**src/rtl/bios_loader.sv**
```systemverilog
// BIOS image loader: packs the hps_io byte download stream into 16-bit words,
// buffers them in a small FIFO and hands them to the system one word per
// bios_req, raising bios_loaded once the image is complete.
module bios_loader #(
    parameter logic [7:0] BIOS_INDEX = 8'd0,
    parameter int         BIOS_WORDS = 8192,
    parameter int         FIFO_DEPTH = 4
) (
    input  logic        clk_sys,
    input  logic        reset_n,
    input  logic        ioctl_download,
    input  logic        ioctl_wr,
    input  logic [24:0] ioctl_addr,
    input  logic [7:0]  ioctl_dout,
    input  logic [7:0]  ioctl_index,
    output logic        ioctl_wait,
    input  logic        bios_req,
    output logic [12:0] bios_addr,
    output logic [15:0] bios_din,
    output logic        bios_wr,
    output logic        bios_loaded
);

    localparam int AW  = (FIFO_DEPTH > 2) ? $clog2(FIFO_DEPTH) : 1;
    localparam int CW  = AW + 1;
    localparam int WCW = $clog2(BIOS_WORDS + 1);

    localparam logic [24:0]    BYTE_LIMIT = 25'(2 * BIOS_WORDS);
    localparam logic [CW-1:0]  FULL_CNT   = CW'(FIFO_DEPTH);
    localparam logic [CW-1:0]  WAIT_CNT   = CW'(FIFO_DEPTH - 1);
    localparam logic [WCW-1:0] WORD_LIMIT = WCW'(BIOS_WORDS);

    localparam logic [1:0] IDLE  = 2'd0;
    localparam logic [1:0] LOAD  = 2'd1;
    localparam logic [1:0] DRAIN = 2'd2;
    localparam logic [1:0] DONE  = 2'd3;

    logic [1:0]     rst_sync;
    logic           rst_int_n;
    logic [1:0]     state, state_d;
    logic           act_q;
    logic           active, dl_rise, dl_fall, load_entry;
    logic [AW-1:0]  wr_ptr, rd_ptr;
    logic [CW-1:0]  count;
    logic [15:0]    mem [FIFO_DEPTH];
    logic           fifo_empty, fifo_full;
    logic [7:0]     lo_byte;
    logic           lo_valid;
    logic           pad_pend;
    logic [WCW-1:0] words_cnt;
    logic           limit_hit;
    logic           busy;
    logic           in_range, byte_wr, lo_wr, hi_wr, pad_go;
    logic           push_req, push_ok, issue;
    logic [15:0]    push_data;
    logic           ovf;

    assign rst_int_n  = rst_sync[1];
    assign active     = ioctl_download && (ioctl_index == BIOS_INDEX);
    assign dl_rise    = active && !act_q;
    assign dl_fall    = !active && act_q;
    assign load_entry = dl_rise && (state != LOAD);
    assign fifo_empty = (count == '0);
    assign fifo_full  = (count == FULL_CNT);
    assign limit_hit  = (words_cnt == WORD_LIMIT);
    assign busy       = (state == LOAD) || (state == DRAIN);
    assign ioctl_wait = (count >= WAIT_CNT);

    // Reset asserts immediately, release is re-timed to two clk_sys edges.
    always_ff @(posedge clk_sys or negedge reset_n) begin
        if (!reset_n) begin
            rst_sync <= 2'b00;
        end else begin
            rst_sync <= {rst_sync[0], 1'b1};
        end
    end

    // Byte stream decode, FIFO push/pop requests and next state.
    always_comb begin
        in_range  = (ioctl_addr < BYTE_LIMIT);
        byte_wr   = (state == LOAD) && active && ioctl_wr && in_range;
        lo_wr     = byte_wr && !ioctl_addr[0];
        hi_wr     = byte_wr && ioctl_addr[0];
        pad_go    = (state == DRAIN) && pad_pend && !fifo_full && !load_entry;
        push_req  = hi_wr || pad_go;
        push_ok   = push_req && !fifo_full;
        push_data = hi_wr ? {ioctl_dout, lo_byte} : {8'h00, lo_byte};
        issue     = busy && bios_req && !fifo_empty && !limit_hit && !load_entry;
        state_d   = state;
        if (load_entry) begin
            state_d = LOAD;
        end else if ((state == LOAD) && dl_fall) begin
            state_d = DRAIN;
        end else if ((state == DRAIN) && fifo_empty && !pad_pend) begin
            state_d = DONE;
        end
    end

    // FIFO storage; no reset needed, occupancy is tracked by count.
    always_ff @(posedge clk_sys) begin
        if (push_ok) begin
            mem[wr_ptr] <= push_data;
        end
    end

    // Control state, FIFO pointers, byte latch and output word registers.
    always_ff @(posedge clk_sys or negedge rst_int_n) begin
        if (!rst_int_n) begin
            state       <= IDLE;
            act_q       <= 1'b1;  // a download already running at release is not a rising edge
            wr_ptr      <= '0;
            rd_ptr      <= '0;
            count       <= '0;
            lo_byte     <= 8'h00;
            lo_valid    <= 1'b0;
            pad_pend    <= 1'b0;
            words_cnt   <= '0;
            bios_addr   <= 13'd0;
            bios_din    <= 16'h0000;
            bios_wr     <= 1'b0;
            bios_loaded <= 1'b0;
            ovf         <= 1'b0;
        end else begin
            act_q <= active;
            state <= state_d;
            ovf   <= ovf | (push_req && fifo_full);
            if (load_entry) begin
                wr_ptr      <= '0;
                rd_ptr      <= '0;
                count       <= '0;
                lo_byte     <= 8'h00;
                lo_valid    <= 1'b0;
                pad_pend    <= 1'b0;
                words_cnt   <= '0;
                bios_addr   <= 13'd0;
                bios_wr     <= 1'b0;
                bios_loaded <= 1'b0;
            end else begin
                if (push_ok) begin
                    wr_ptr <= wr_ptr + 1'b1;
                end
                if (issue) begin
                    rd_ptr    <= rd_ptr + 1'b1;
                    bios_din  <= mem[rd_ptr];
                    words_cnt <= words_cnt + 1'b1;
                end
                count <= count + CW'(push_ok) - CW'(issue);

                if (lo_wr) begin
                    lo_byte  <= ioctl_dout;
                    lo_valid <= 1'b1;
                end else if (hi_wr) begin
                    lo_valid <= 1'b0;
                end else if ((state == LOAD) && dl_fall) begin
                    pad_pend <= lo_valid;
                    lo_valid <= 1'b0;
                end else if (pad_go) begin
                    pad_pend <= 1'b0;
                end

                // Address of a pulse is held during it and advances afterwards.
                bios_wr <= issue;
                if (bios_wr) begin
                    bios_addr <= bios_addr + 13'd1;
                end

                if ((state_d == DONE) || (busy && limit_hit && fifo_empty)) begin
                    bios_loaded <= 1'b1;
                end
            end
        end
    end

endmodule
```
**config.mk**
```make
export PLATFORM = sky130hd
export DESIGN_NAME = bios_loader
export DESIGN_NICKNAME = d
export VERILOG_FILES = /design/src/rtl/bios_loader.sv
export SDC_FILE = /design/constraint.sdc
export NUM_CORES = 1
export LEC_CHECK = 0
export ABC_CLOCK_PERIOD_IN_PS = 3090
export BUFFER_PORTS_ARGS = -buffer_cell sky130_fd_sc_hd__buf_2
export CORE_MARGIN = 1.5
export CORE_UTILIZATION = 45
export CTS_CLUSTER_DIAMETER = 40
export DETAILED_ROUTE_END_ITERATION = 12
export GPL_TIMING_DRIVEN = 0
export PLACE_DENSITY_LB_ADDON = 0.1
export SYNTH_ARGS = -nofsm -noshare
export SYNTH_HDL_FRONTEND = slang
export SYNTH_SLANG_ARGS = --single-unit
```
**constraint.sdc**
```tcl
create_clock -name clk_sys -period 3.09 [get_ports clk_sys]
set_input_delay 0.618 -clock clk_sys [delete_from_list [all_inputs] [get_ports clk_sys]]
set_output_delay 0.618 -clock clk_sys [all_outputs]
set_load 0.02 [all_outputs]
```
==> results of run 1 <==
## Yosys cell counts, drive strengths merged
master / count / area share
nor3: 3 / 0.0027
dfrtp: 66 / 0.29
nand4: 19 / 0.021
or4: 2 / 0.0027
nor2: 43 / 0.029
dfstp: 1 / 0.0047
nand2: 29 / 0.019
nand3: 4 / 0.0036
and3: 6 / 0.0067
nor4b: 2 / 0.0031
and2: 15 / 0.017
mux2: 16 / 0.032
mux2i: 2 / 0.0036
or4b: 3 / 0.0067
o21ai: 13 / 0.012
a21o: 1 / 0.0013
a211oi: 1 / 0.0013
nor4: 6 / 0.0094
conb: 1 / 0.00067
a21oi: 3 / 0.0027
edfxtp: 64 / 0.34
fa: 1 / 0.0036
o311ai: 1 / 0.0016
and4: 2 / 0.0031
ha: 12 / 0.027
a41oi: 1 / 0.0016
or3b: 2 / 0.0031
mux4: 16 / 0.064
xnor2: 8 / 0.012
buf: 8 / 0.0078
or2: 3 / 0.0033
clkbuf: 7 / 0.0047
xor2: 20 / 0.031
nand3b: 1 / 0.0013
a32o: 1 / 0.0018
inv: 12 / 0.0080
nor2b: 1 / 0.0011
o21a: 1 / 0.0013
or3: 4 / 0.0045
nor3b: 2 / 0.0027
## how the worst min path moves through the flow
stage / from / endpoint / slack (ps) / cells after the start
5_1_grt: rst_sync[0] / rst_sync[1] / 370 / 0
2_1_floorplan: reset_n / rst_sync[0] / 320 / 0
6_report: rst_sync[1] / bios_din[10] / 320 / 1
4_1_cts: rst_sync[0] / rst_sync[1] / 350 / 0
3_5_place_dp: rst_sync[0] / rst_sync[1] / 340 / 0
3_3_place_gp: rst_sync[0] / rst_sync[1] / 340 / 0
## logic make-up after synthesis
logic type               Yosys count  share of synthesized area
flip-flops                       131                      0.641
adder cells (fa/ha/maj)           13                     0.0303
XOR/XNOR                          28                     0.0437
other                              1                   0.000668
multiplexers                      34                     0.0999
buffers and inverters             27                     0.0205
AO/OA/AOI/OAI                     22                     0.0232
AND/OR/NAND/NOR                  147                      0.140
## stage by stage
stage / instance area (µm²) / total power, mW
after floorplan: 5620 / 3.32
after global placement: 6150 / 3.74
after detailed placement: 6180 / 3.77
after CTS: 6780 / 5.67
after global routing: 6860 / 5.96
final: 6860 / 5.64
## worst reg2reg max path, delay by kind of cell, from the launching register on
| kind | cells | cell delay [ps] |
|---|---|---|
| AOI/OAI and AO/OA | 1 | 170 |
| and+or+nand+nor | 4 | 1100 |
| DFF | 1 | 410 |
| adders and majority gates | 4 | 950 |
| buffers and inverters | 4 | 210 |
## what timing repair did
item                                    4_1_cts  5_1_grt
pin swaps                                     3        5
endpoints found under the hold margin         2        0
endpoints found under the setup margin       67       21
resized for setup                             7       15
setup buffers                                 1        4
hold buffers                                  1        0
## power breakdown
part | switching, mW | internal (mW) | total [mW]
clock | 0.705 | 1.18 | 1.88
sequential | 0.226 | 2.08 | 2.31
combinational | 0.810 | 0.635 | 1.44
## flip-flops by register name, summed over array words and instances, names as in the netlist, 2 cells and up
name / cells
mem: 64
bios_din: 16
words_cnt: 14
bios_addr: 13
lo_byte: 8
count: 3
rd_ptr: 2
rst_sync: 2
state: 2
wr_ptr: 2
## area by class of cell
| cell class | count | area [µm²] | share of cell area |
|---|---|---|---|
| flip-flops and latches | 131 | 3600 | 0.525 |
| multi-input cells | 245 | 1980 | 0.288 |
| clock buffers | 22 | 444 | 0.0647 |
| repair buffers | 71 | 408 | 0.0594 |
| well taps | 168 | 210 | 0.0306 |
| clock inverters | 10 | 109 | 0.0159 |
| plain buffers | 14 | 66.3 | 0.00966 |
| inverters | 12 | 45.0 | 0.00656 |
## layer usage
metal | track usage | vias up | wire (µm)
met2 | 0.296 | 69 | 5210
met1 | 0.245 | 1685 | 5020
li1 | - | 1652 | -
met3 | 0.0487 | 19 | 351
met4 | 0.0733 | 0 | 162
met5 | 0 | - | 0
==> results.md, run 1 <==
- The critical path runs through a total of 13 cells.
- The worst setup path is launched from a register.
- Max-cap violations in this run came to 0.
- Input and output buffers added on the ports amount to 64.
- Clock-pin slew was measured on the worst setup and hold paths at 50 ps.
- For flop-to-flop paths, the worst setup slack is 120 ps.
- The final count of hold timing violations is 0.
- Of the cells placed in the final design, the portion with a size suffix greater than 1 is 0.321.
- The flow ran to the end, and the final reports show no timing, DRC or antenna violations.
- Counting distinct cell types in the post-synthesis netlist gives 46.
- The clock tree from TritonCTS is built.
- The final-layout fill cell count is 1,004.
- The H-tree was split into 4 levels.
- Based on the critical path, the design can be clocked at up to 337 MHz.
- The cell family contributing the most delay on the critical path is simple AND/OR/NAND/NOR gates.
- The placed cell count is 636.
- The worst path setup slack after routing is 121 ps.
- Hold timing on the final database bottoms out at a slack of 323 ps.
- Setup violations remaining at the end of the flow were counted as 0.
- The I/O pin total is 78.
- Clock tree synthesis selected as its root buffer the cell clkbuf_16.
- In the routed layout, each cell is associated on average with a via count of 5.09.
- The floorplan step defined a die boundary enclosing 13,200 µm².
- Setup repair after global routing left no endpoint under its margin.
- The repair_antennas step left the layout with diodes totalling 0.
- For the pin with the worst max-slew slack, the measured transition is 863 ps.
- The final number of max-transition violations was 0.
- Synthesis handed over a netlist of 403 instances.
- OpenSTA, run right after detailed placement, puts the worst setup slack at -629 ps.
- The global routing usage summed across all routing layers is 0.186.
- The final non-filler cell total is 673.
- The detailed-routing iteration count for the pre-antenna-repair pass is 4.
- The floorplan step set the die width to 115 µm.
- Entering global routing, the biggest net connects 66 pins.
- The initial antenna violation count is 0.
- The final period demand of the worst path is 2970 ps.
- Of the available clock period, the critical path in the final layout requires 0.961.
- In this run, CTS created clock tree buffers numbering 17.
- The signal on the critical path passes through inv_2 > ha_4 > or4b_4 > nor4_4 > and4_1 > o21a_4 > inv_2 > ha_4 > inv_2 > ha_4 > inv_2 > fa_2 > nor2_1.
- In this run the worst setup path begins at state[1].
- The largest fanout on the critical path is 4.
- Counting every sink on the clock net gives 131.
- Dividing the synthesized area by the synthesized cell count gives 13.9 µm².
- The mapped netlist covers 5610 µm².
- For this block, the routed nets add up to 10,700 µm of wire.
- The die height is 115 µm.
- The half-perimeter wire length after placement is 6990 µm.
- The capturing point of the worst reg2reg path is count[1].
- The final layout net count is 551.
- The headroom to the max-slew limit is 0.425.
- The routed length per instance is 16.0 µm.
- For this run, the share of the core covered by cells in the final layout is 0.567.
- The cell seen most often among critical-path stages is inv_2.
- VDD sags by at most 0.447 mV.
- The weighted congestion at the end of routability-driven global placement is 0.798.
- The clock latency of the later-clocked register in the worst-skew pair is 420 ps.
- The setup path with the least slack is of type reg2reg.
- The number of global-route vias before repair is 3,529.
- The critical path data required time is 3390 ps.
- In this run the standard cell core region covers 12,100 µm².
- In the final timing run, aggregate negative setup slack is 0 ps.
- The delay contributed by the slowest stage of the critical path is 510 ps.
- The global-route congestion overflow total is 0.
- Following the worst setup path forward leads to its endpoint at count[1].
- Data on the critical path arrives at its endpoint at 3270 ps.
- The worst setup path is captured at a register.
- The first-pass GRT wire length is 18,100 µm.
- The most common cell after layout, fill and taps aside is buf_2.
- For this run, the number of Yosys warnings is 0.
- The startpoint of the worst-slack reg-to-reg timing path is state[1].
- Counting every net in the synthesized netlist gives 462.
- Compared with the post-synthesis result, the final layout area differs by 22.2%.
- The floorplan has 40 rows.
- For this design the static power due to leakage is 2.63 nW.
- The cell count of the worst reg-to-reg path is 13.
- The clock tree skew after final layout is 7.86 ps.
- The power density over cell area is 821 nW/µm².
- The routed layout has 3,425 vias.
- Synthesis inferred 131 register bits.
- In this run the deepest clock path goes through 2 buffers.
- The detailed router finished its first iteration with 268 violations.
- The slowest stage of the critical path belongs to the cell fa_2.
- The buffering stage count on the worst path with inverters included is 4.
- The sequential-to-total area share from yosys stat is 0.641.
- In the layout the commonest cells are buf_2 (68), dfrtp_1 (65), edfxtp_1 (64), nor2_1 (42), nand2_1 (29).
- The count of nets left with antenna violations once routing finished came out at 0.
- The path type of the worst min-delay path is reg2async.
- For this run, design rule violations remaining after detail routing come to 0.
- The starting utilization of the core area is 0.463.
Note: power is estimated with default switching activity, not from simulation.
==> run 2, diff against run 1 <==
--- a/config.mk
+++ b/config.mk
@@ -7,6 +7,7 @@
 export LEC_CHECK = 0
 export ABC_CLOCK_PERIOD_IN_PS = 3090
 export BUFFER_PORTS_ARGS = -buffer_cell sky130_fd_sc_hd__buf_2
+export CORE_ASPECT_RATIO = 1.25
 export CORE_MARGIN = 1.5
 export CORE_UTILIZATION = 45
 export CTS_CLUSTER_DIAMETER = 40
==> run 2 against run 1 <==
Compared with the run above:
- power grew 5.1%
- sequential cell count stayed put
- sequential share of layout area decreased by 0.37 points
- clock skew up 1.1 ps
- setup slack lost 93 ps
- clock-buffer cell count down 3
- largest cell class unchanged
- global-route usage rose by 0.48 points
- core utilization rose by 0.17 points
- non-clock buffer count stayed put
- largest power group unchanged
- design area grew 0.71%
- sequential power hardly changed
==> results.md, run 2 (synthesized netlist as in run 1, its figures left out) <==
- Broken down by cell family, the worst path's largest delay share belongs to simple AND/OR/NAND/NOR gates.
- The area of the die is 13,200 µm².
- The signal on the critical path passes through inv_1 > ha_2 > or4b_4 > nor4_4 > and4_1 > buf_6 > o21a_4 > inv_2 > ha_4 > inv_4 > ha_4 > inv_2 > fa_2 > nor2_1.
- For this design the static power due to leakage is 2.65 nW.
- Across the run, the number of max-cap violations was 0.
- The total CTS buffers is 17.
- At the pin with the least slew margin, the transition time is 886 ps.
- The filler cells instantiated in the layout total 1,031.
- The number of diodes added for antenna fixing is 0.
- The largest registers in the layout are mem x64, bios_din x16, words_cnt x14.
- The achievable frequency is 327 MHz.
- Global routing finished with a remaining overflow of 0.
- The clock input transition at the sequential cells of the worst setup and hold paths is 60 ps.
- Dividing the final minimum period by the clock period gives 0.991.
- Hold timing on the final database bottoms out at a slack of 352 ps.
- Power comes to 5.92 mW.
- The clock tree from TritonCTS is built.
- Setup violations remaining at the end of the flow were counted as 0.
- The utilization after layout is 0.568.
- The final period demand of the worst path is 3060 ps.
- The finished cells cover 6910 µm².
- The run finished with clean final reports.
- The starting utilization of the core area is 0.462.
- The initial antenna violation count is 0.
- The register with the most flip-flops in the layout has 64 of them.
- The post-synthesis to final-layout area growth is 23.1%.
- During I/O placement, the number of pins put on the boundary was 78.
- For this run, the slowest stage of the critical path takes 510 ps.
- The final count of hold timing violations is 0.
- The critical path endpoint category is a register.
- Setup slack on the critical path of the routed design comes to 27.9 ps.
- The final number of max-transition violations came to 0.
- The number of port buffers is 64.
- The count of antenna-violating nets left after detailed routing is 0.
- The floorplan step set the die width to 103 µm.
- Power spread over the standard cell area amounts to 857 nW/µm².
- Counting tap cells, the placed design contains a total of 631 instances.
- Setup repair after global routing could not meet its margin everywhere.
- The routed length per instance is 16.9 µm.
- The number of global-route vias before repair is 3,635.
- In this run the tightest slew margin relative to its limit is 0.409.
- The die height is 128 µm.
- The half-perimeter wire length after placement is 7340 µm.
- Counting flops per register, the top entry is mem.
- In the final design database the tool counted 551 nets.
- The first detailed-routing pass took 4 iterations.
- The remaining design rule violation count is 0.
- The cell area after placement is 6150 µm².
- Summing over every cut layer, the via total after detailed routing is 3,458.
- The global routing usage summed across all routing layers is 0.191.
- Clock tree synthesis selected as its root buffer the cell clkbuf_16.
- The standard cell with the maximum stage delay on the critical path is fa_2.
- By startpoint and endpoint, the worst setup path is classified as reg2reg.
- The number of placement rows is 45.
- The clock latency of the later-clocked register in the worst-skew pair is 410 ps.
- The standard cell core area is 12,200 µm².
- Before CTS, the worst setup slack after placement is -509 ps.
- In this run, the number of DRC markers left after iteration 0 of detailed routing was 123.
- The clock tree synthesis step divided the H-tree into 4 levels.
- The launching element type of the critical path is a register.
- Entering global routing, the biggest net connects 66 pins.
- Across the whole layout, storage elements account for 3600 µm².
- The first-pass GRT wire length is 18,500 µm.
- The congestion estimate from routability-driven global placement came to 0.796.
- The path type of the worst min-delay path is reg2reg.
- The maximum clock insertion buffer count is 2.
- The wire length after detailed routing is 11,300 µm.
- STA puts the critical path data arrival time at 3350 ps.
- The critical path contains buffers and inverters numbering 5 combined.
- The critical path data required time is 3380 ps.
- The total negative slack for setup checks is 0 ps.
- The finished layout holds 669 standard cells, fillers aside.
- The most common cell after layout, fill and taps aside is buf_2.
- The top cell types in the final layout, fill and taps aside, are buf_2 (68), dfrtp_1 (65), edfxtp_1 (64), nor2_1 (42), nand2_1 (29).
- The per-cell via count in the routed design is 5.17.
- VDD sags by at most 0.381 mV.
- Along the worst path, the maximum fanout reaches 5.
- CTS saw 131 sinks.
- On the final layout, the worst clock skew is 8.94 ps.
- The multi-input gate area in the final layout is 1970 µm².
- The fraction of layout cells with a size suffix above 1 is 0.325.
[run 2: cell count changes in the layout (fill, tap and decap cells not counted), moves of 2 or more]
cell	before	now
inv_2	4	2
clkinvlp_4	1	3
clkbuf_1	11	8
bufinv_16	2	5
clkinv_2	4	1
[run 2: final cells by class]
type | count | share of cell area
Clock buffer | 19 | 0.0626
Buffer | 15 | 0.0112
Tap cell | 164 | 0.0297
Inverter | 12 | 0.00688
Multi-Input combinational cell | 245 | 0.285
Sequential cell | 131 | 0.521
Timing Repair Buffer | 70 | 0.0532
Clock inverter | 13 | 0.0301
[run 2: worst reg2reg max path: cells and delay by family (launching register included)]
family | cells | cell delay, ps
AO/OA/AOI/OAI | 1 | 150
buffers and inverters | 5 | 300
flip-flops | 1 | 380
adder cells (fa/ha/maj) | 4 | 1010
AND/OR/NAND/NOR | 4 | 1100
[run 2: routing by layer]
| layer | share of wire | vias to the layer above | wire length [µm] | GRT usage |
|---|---|---|---|---|
| met5 | 0 | - | 0 | 0 |
| met4 | 0.018 | 0 | 199 | 0.0731 |
| met3 | 0.025 | 20 | 287 | 0.0442 |
| met2 | 0.54 | 56 | 6090 | 0.334 |
| met1 | 0.42 | 1734 | 4710 | 0.226 |
| li1 | - | 1648 | - | - |
[run 2: worst paths after layout]
kind | start | slack (ps) | cells after the start | end
setup / recovery | state[1] | 30 | 14 | count[1]
hold / removal | rst_sync[0] | 350 | 0 | rst_sync[1]
setup reg to reg | state[1] | 30 | 14 | count[1]
hold reg to reg | rst_sync[0] | 350 | 0 | rst_sync[1]
max in group asynchronous | rst_sync[1] | 2060 | 0 | bios_addr[4]
min in group asynchronous | rst_sync[1] | 460 | 0 | words_cnt[10]
[run 2: what timing repair did]
item	CTS	global route
endpoints found under the setup margin	66	34
pin swaps	3	5
endpoints found under the hold margin	2	0
gates resized for setup	7	15
hold buffers	1	0
buffers inserted	2	3
[run 2: power breakdown]
group          leakage, nW  switching [mW]  total (mW)  internal [mW]
Clock                0.302           0.736        2.17           1.43
Combinational         1.04           0.796        1.43          0.634
Sequential            1.31           0.245        2.32           2.08
==> run 3, diff against run 2 <==
--- a/config.mk
+++ b/config.mk
@@ -12,7 +12,7 @@
 export CORE_UTILIZATION = 45
 export CTS_CLUSTER_DIAMETER = 40
 export DETAILED_ROUTE_END_ITERATION = 12
-export GPL_TIMING_DRIVEN = 0
+export GPL_TIMING_DRIVEN = 1
 export PLACE_DENSITY_LB_ADDON = 0.1
 export SYNTH_ARGS = -nofsm -noshare
 export SYNTH_HDL_FRONTEND = slang
==> run 3 against run 2 <==
Compared with the run above:
- fmax up 3.6%
- via count up 1.2%
- die area unchanged
- worst hold slack worse by 260 ps
- sequential share of layout area down 0.31 points
- first-iteration DRC count down 8.1%
- final cell count up 0.75%
- non-clock buffer count up 5
- setup slack better by 110 ps
==> results.md, run 3 (synthesized netlist as in run 1, its figures left out) <==
- Summed over all cells, the static leakage comes to 2.69 nW.
- Counting flops per register, the top entry is mem.
- Headroom to the max-slew limit came out at 0.422.
- The per-cell via count in the routed design is 5.19.
- The post-synthesis to final-layout area growth is 23.8%.
- The cell area after placement is 6300 µm².
- The initial antenna violation count is 0.
- In this run the number of H-tree levels came out at 4.
- Global routing finished with a remaining overflow of 0.
- The fraction of layout cells with a size suffix above 1 is 0.327.
- Once layout is complete, the utilization of the core stands at 0.571.
- STA classifies the critical path endpoint as a register.
- The final layout net count is 556.
- The I/O pin total is 78.
- Setup violations remaining at the end of the flow were counted as 0.
- The tree is rooted in a clkbuf_16.
- The number of diodes added for antenna fixing is 0.
- The clock tree skew after final layout is 10.9 ps.
- In the final routed layout, each cell accounts on average for 16.1 µm.
- The wire-length estimate of the detail-placed layout is 7250 µm.
- Row generation in the floorplan step produced 45 rows.
- The library cells used most frequently in the layout, excluding fill and tap cells, are dfrtp_1 (65), buf_2 (64), edfxtp_1 (64), nor2_1 (42), nand2_1 (29).
- The clock latency of the later-clocked register in the worst-skew pair is 410 ps.
- The number of global-route vias before repair is 3,655.
- The post-CTS repair timing setup buffer count is 0.
- Among cell families on the critical path, the largest total delay comes from simple AND/OR/NAND/NOR gates.
- Across every metal layer, demand over resource in global routing totals 0.188.
- The signal on the critical path passes through inv_2 > ha_4 > or4b_4 > nor4_4 > and4_1 > o21a_1 > inv_1 > ha_1 > inv_1 > ha_1 > inv_1 > fa_2 > nor2_1.
- The standard cell with the maximum stage delay on the critical path is fa_2.
- The largest net degree at the start of global routing is 45.
- CTS saw 131 sinks.
- The critical path data required time is 3390 ps.
- The buffering stage count on the worst path with inverters included is 4.
- The routed layout has 3,500 vias.
- In this run the horizontal extent of the chip is 103 µm.
- The weighted congestion at the end of routability-driven global placement is 0.791.
- The achievable frequency is 338 MHz.
- The routed design could run at a clock period as short as 2960 ps.
- The number of violations reported at the end of detailed-routing iteration 0 is 113.
- No sink is reached through more buffers than the 2 on the longest clock path.
- The count of antenna-violating nets left after detailed routing is 0.
- The clock tree from TritonCTS is built.
- The delay contributed by the slowest stage of the critical path is 510 ps.
- The starting utilization of the core area is 0.462.
- The wire length after detailed routing is 10,800 µm.
- The number of port buffers is 64.
- The remaining design rule violation count is 0.
- The worst setup path category is reg2reg.
- The path type of the worst min-delay path is reg2async.
- The final count of hold timing violations is 0.
- The number of violations of the max-capacitance limit is 0.
- VDD sags by at most 0.343 mV.
- Of the available clock period, the critical path in the final layout requires 0.957.
- Once placement completed, the tool counted placed cells totaling 641.
- The flip-flop count of the largest register, all copies and words added is 64.
- In this run the standard cell core region covers 12,200 µm².
- The most common cell after layout, fill and taps aside is dfrtp_1.
- Clock-pin slew was measured on the worst setup and hold paths at 60 ps.
- Setup repair after global routing left no endpoint under its margin.
- The power density over cell area is 829 nW/µm².
- The floorplan step defined a die boundary enclosing 13,200 µm².
- The die is 128 µm tall.
- The total CTS buffers is 17.
- The final number of max-transition violations is 0.
- After the flow finishes, the layout carries non-filler instances totaling 674.
- Along the worst path, the maximum fanout reaches 3.
- The post-route cell area is 6950 µm².
- The cell seen most often among critical-path stages is inv_1.
- The first global-routing pass estimated 18,300 µm of wire.
- The detailed-routing iteration count for the pre-antenna-repair pass is 5.
- The run finished with clean final reports.
- In the final layout, the registers with the most flip-flops are mem x64, bios_din x16, words_cnt x14.
- The data arrival time at the worst-slack endpoint is 3250 ps.
- At the pin with the least slew margin, the transition time is 867 ps.
- The worst setup path is launched from a register.
run 3: worst paths after layout:
kind	start	to	slack, ps	depth (start not counted)
setup / recovery	state[1]	count[1]	130	13
max in group asynchronous	rst_sync[1]	rd_ptr[1]	2170	1
hold reg to reg	rst_sync[1]	lo_valid	90	0
setup reg to reg	state[1]	count[1]	130	13
min in group clk_sys	rst_sync[0]	rst_sync[1]	350	0
hold / removal	rst_sync[1]	lo_valid	90	0
run 3: final cells by class:
type | count | area, µm²
clock buffers | 17 | 425
clock inverters | 15 | 179
fillers | 1058 | 5220
inverters | 12 | 45.0
multi-input cells | 245 | 1940
flip-flops and latches | 131 | 3600
well taps | 164 | 205
repair buffers | 90 | 556
run 3: through the flow:
| stage | TNS (ps) | total power, mW | setup slack (ps) | hold WS (ps) |
|---|---|---|---|---|
| 2_1_floorplan | -129 | 3.32 | -90.9 | 322 |
| 6_report | 0 | 5.76 | 133 | 90.9 |
| 4_1_cts | 0 | 5.84 | 101 | 96.1 |
| 5_1_grt | 0 | 6.12 | 2.92 | 113 |
| 3_3_place_gp | -385 | 3.75 | -233 | 90.3 |
| 3_5_place_dp | -393 | 3.78 | -231 | 92.0 |
run 3: power by group:
group          total, mW  switching, mW  leakage, nW  internal (mW)
clock network       2.03          0.752        0.291           1.27
registers           2.37          0.289         1.31           2.08
logic               1.37          0.729         1.10          0.638
total               5.76           1.77         2.69           3.99
run 3: routing by layer:
metal / vias to the layer above / GRT usage / wire length [µm]
li1: 1661 / - / -
met3: 11 / 0.0442 / 331
met2: 65 / 0.321 / 5820
met5: - / 0 / 0
met1: 1763 / 0.232 / 4570
met4: 0 / 0.0668 / 107
run 3: what timing repair did:
| action | 4_1_cts | 5_1_grt |
|---|---|---|
| endpoints found under the setup margin | 1 | 1 |
| pin swaps | 1 | 2 |
| hold buffers | 1 | 0 |
| endpoints found under the hold margin | 2 | 0 |
| resized for setup | 1 | 6 |
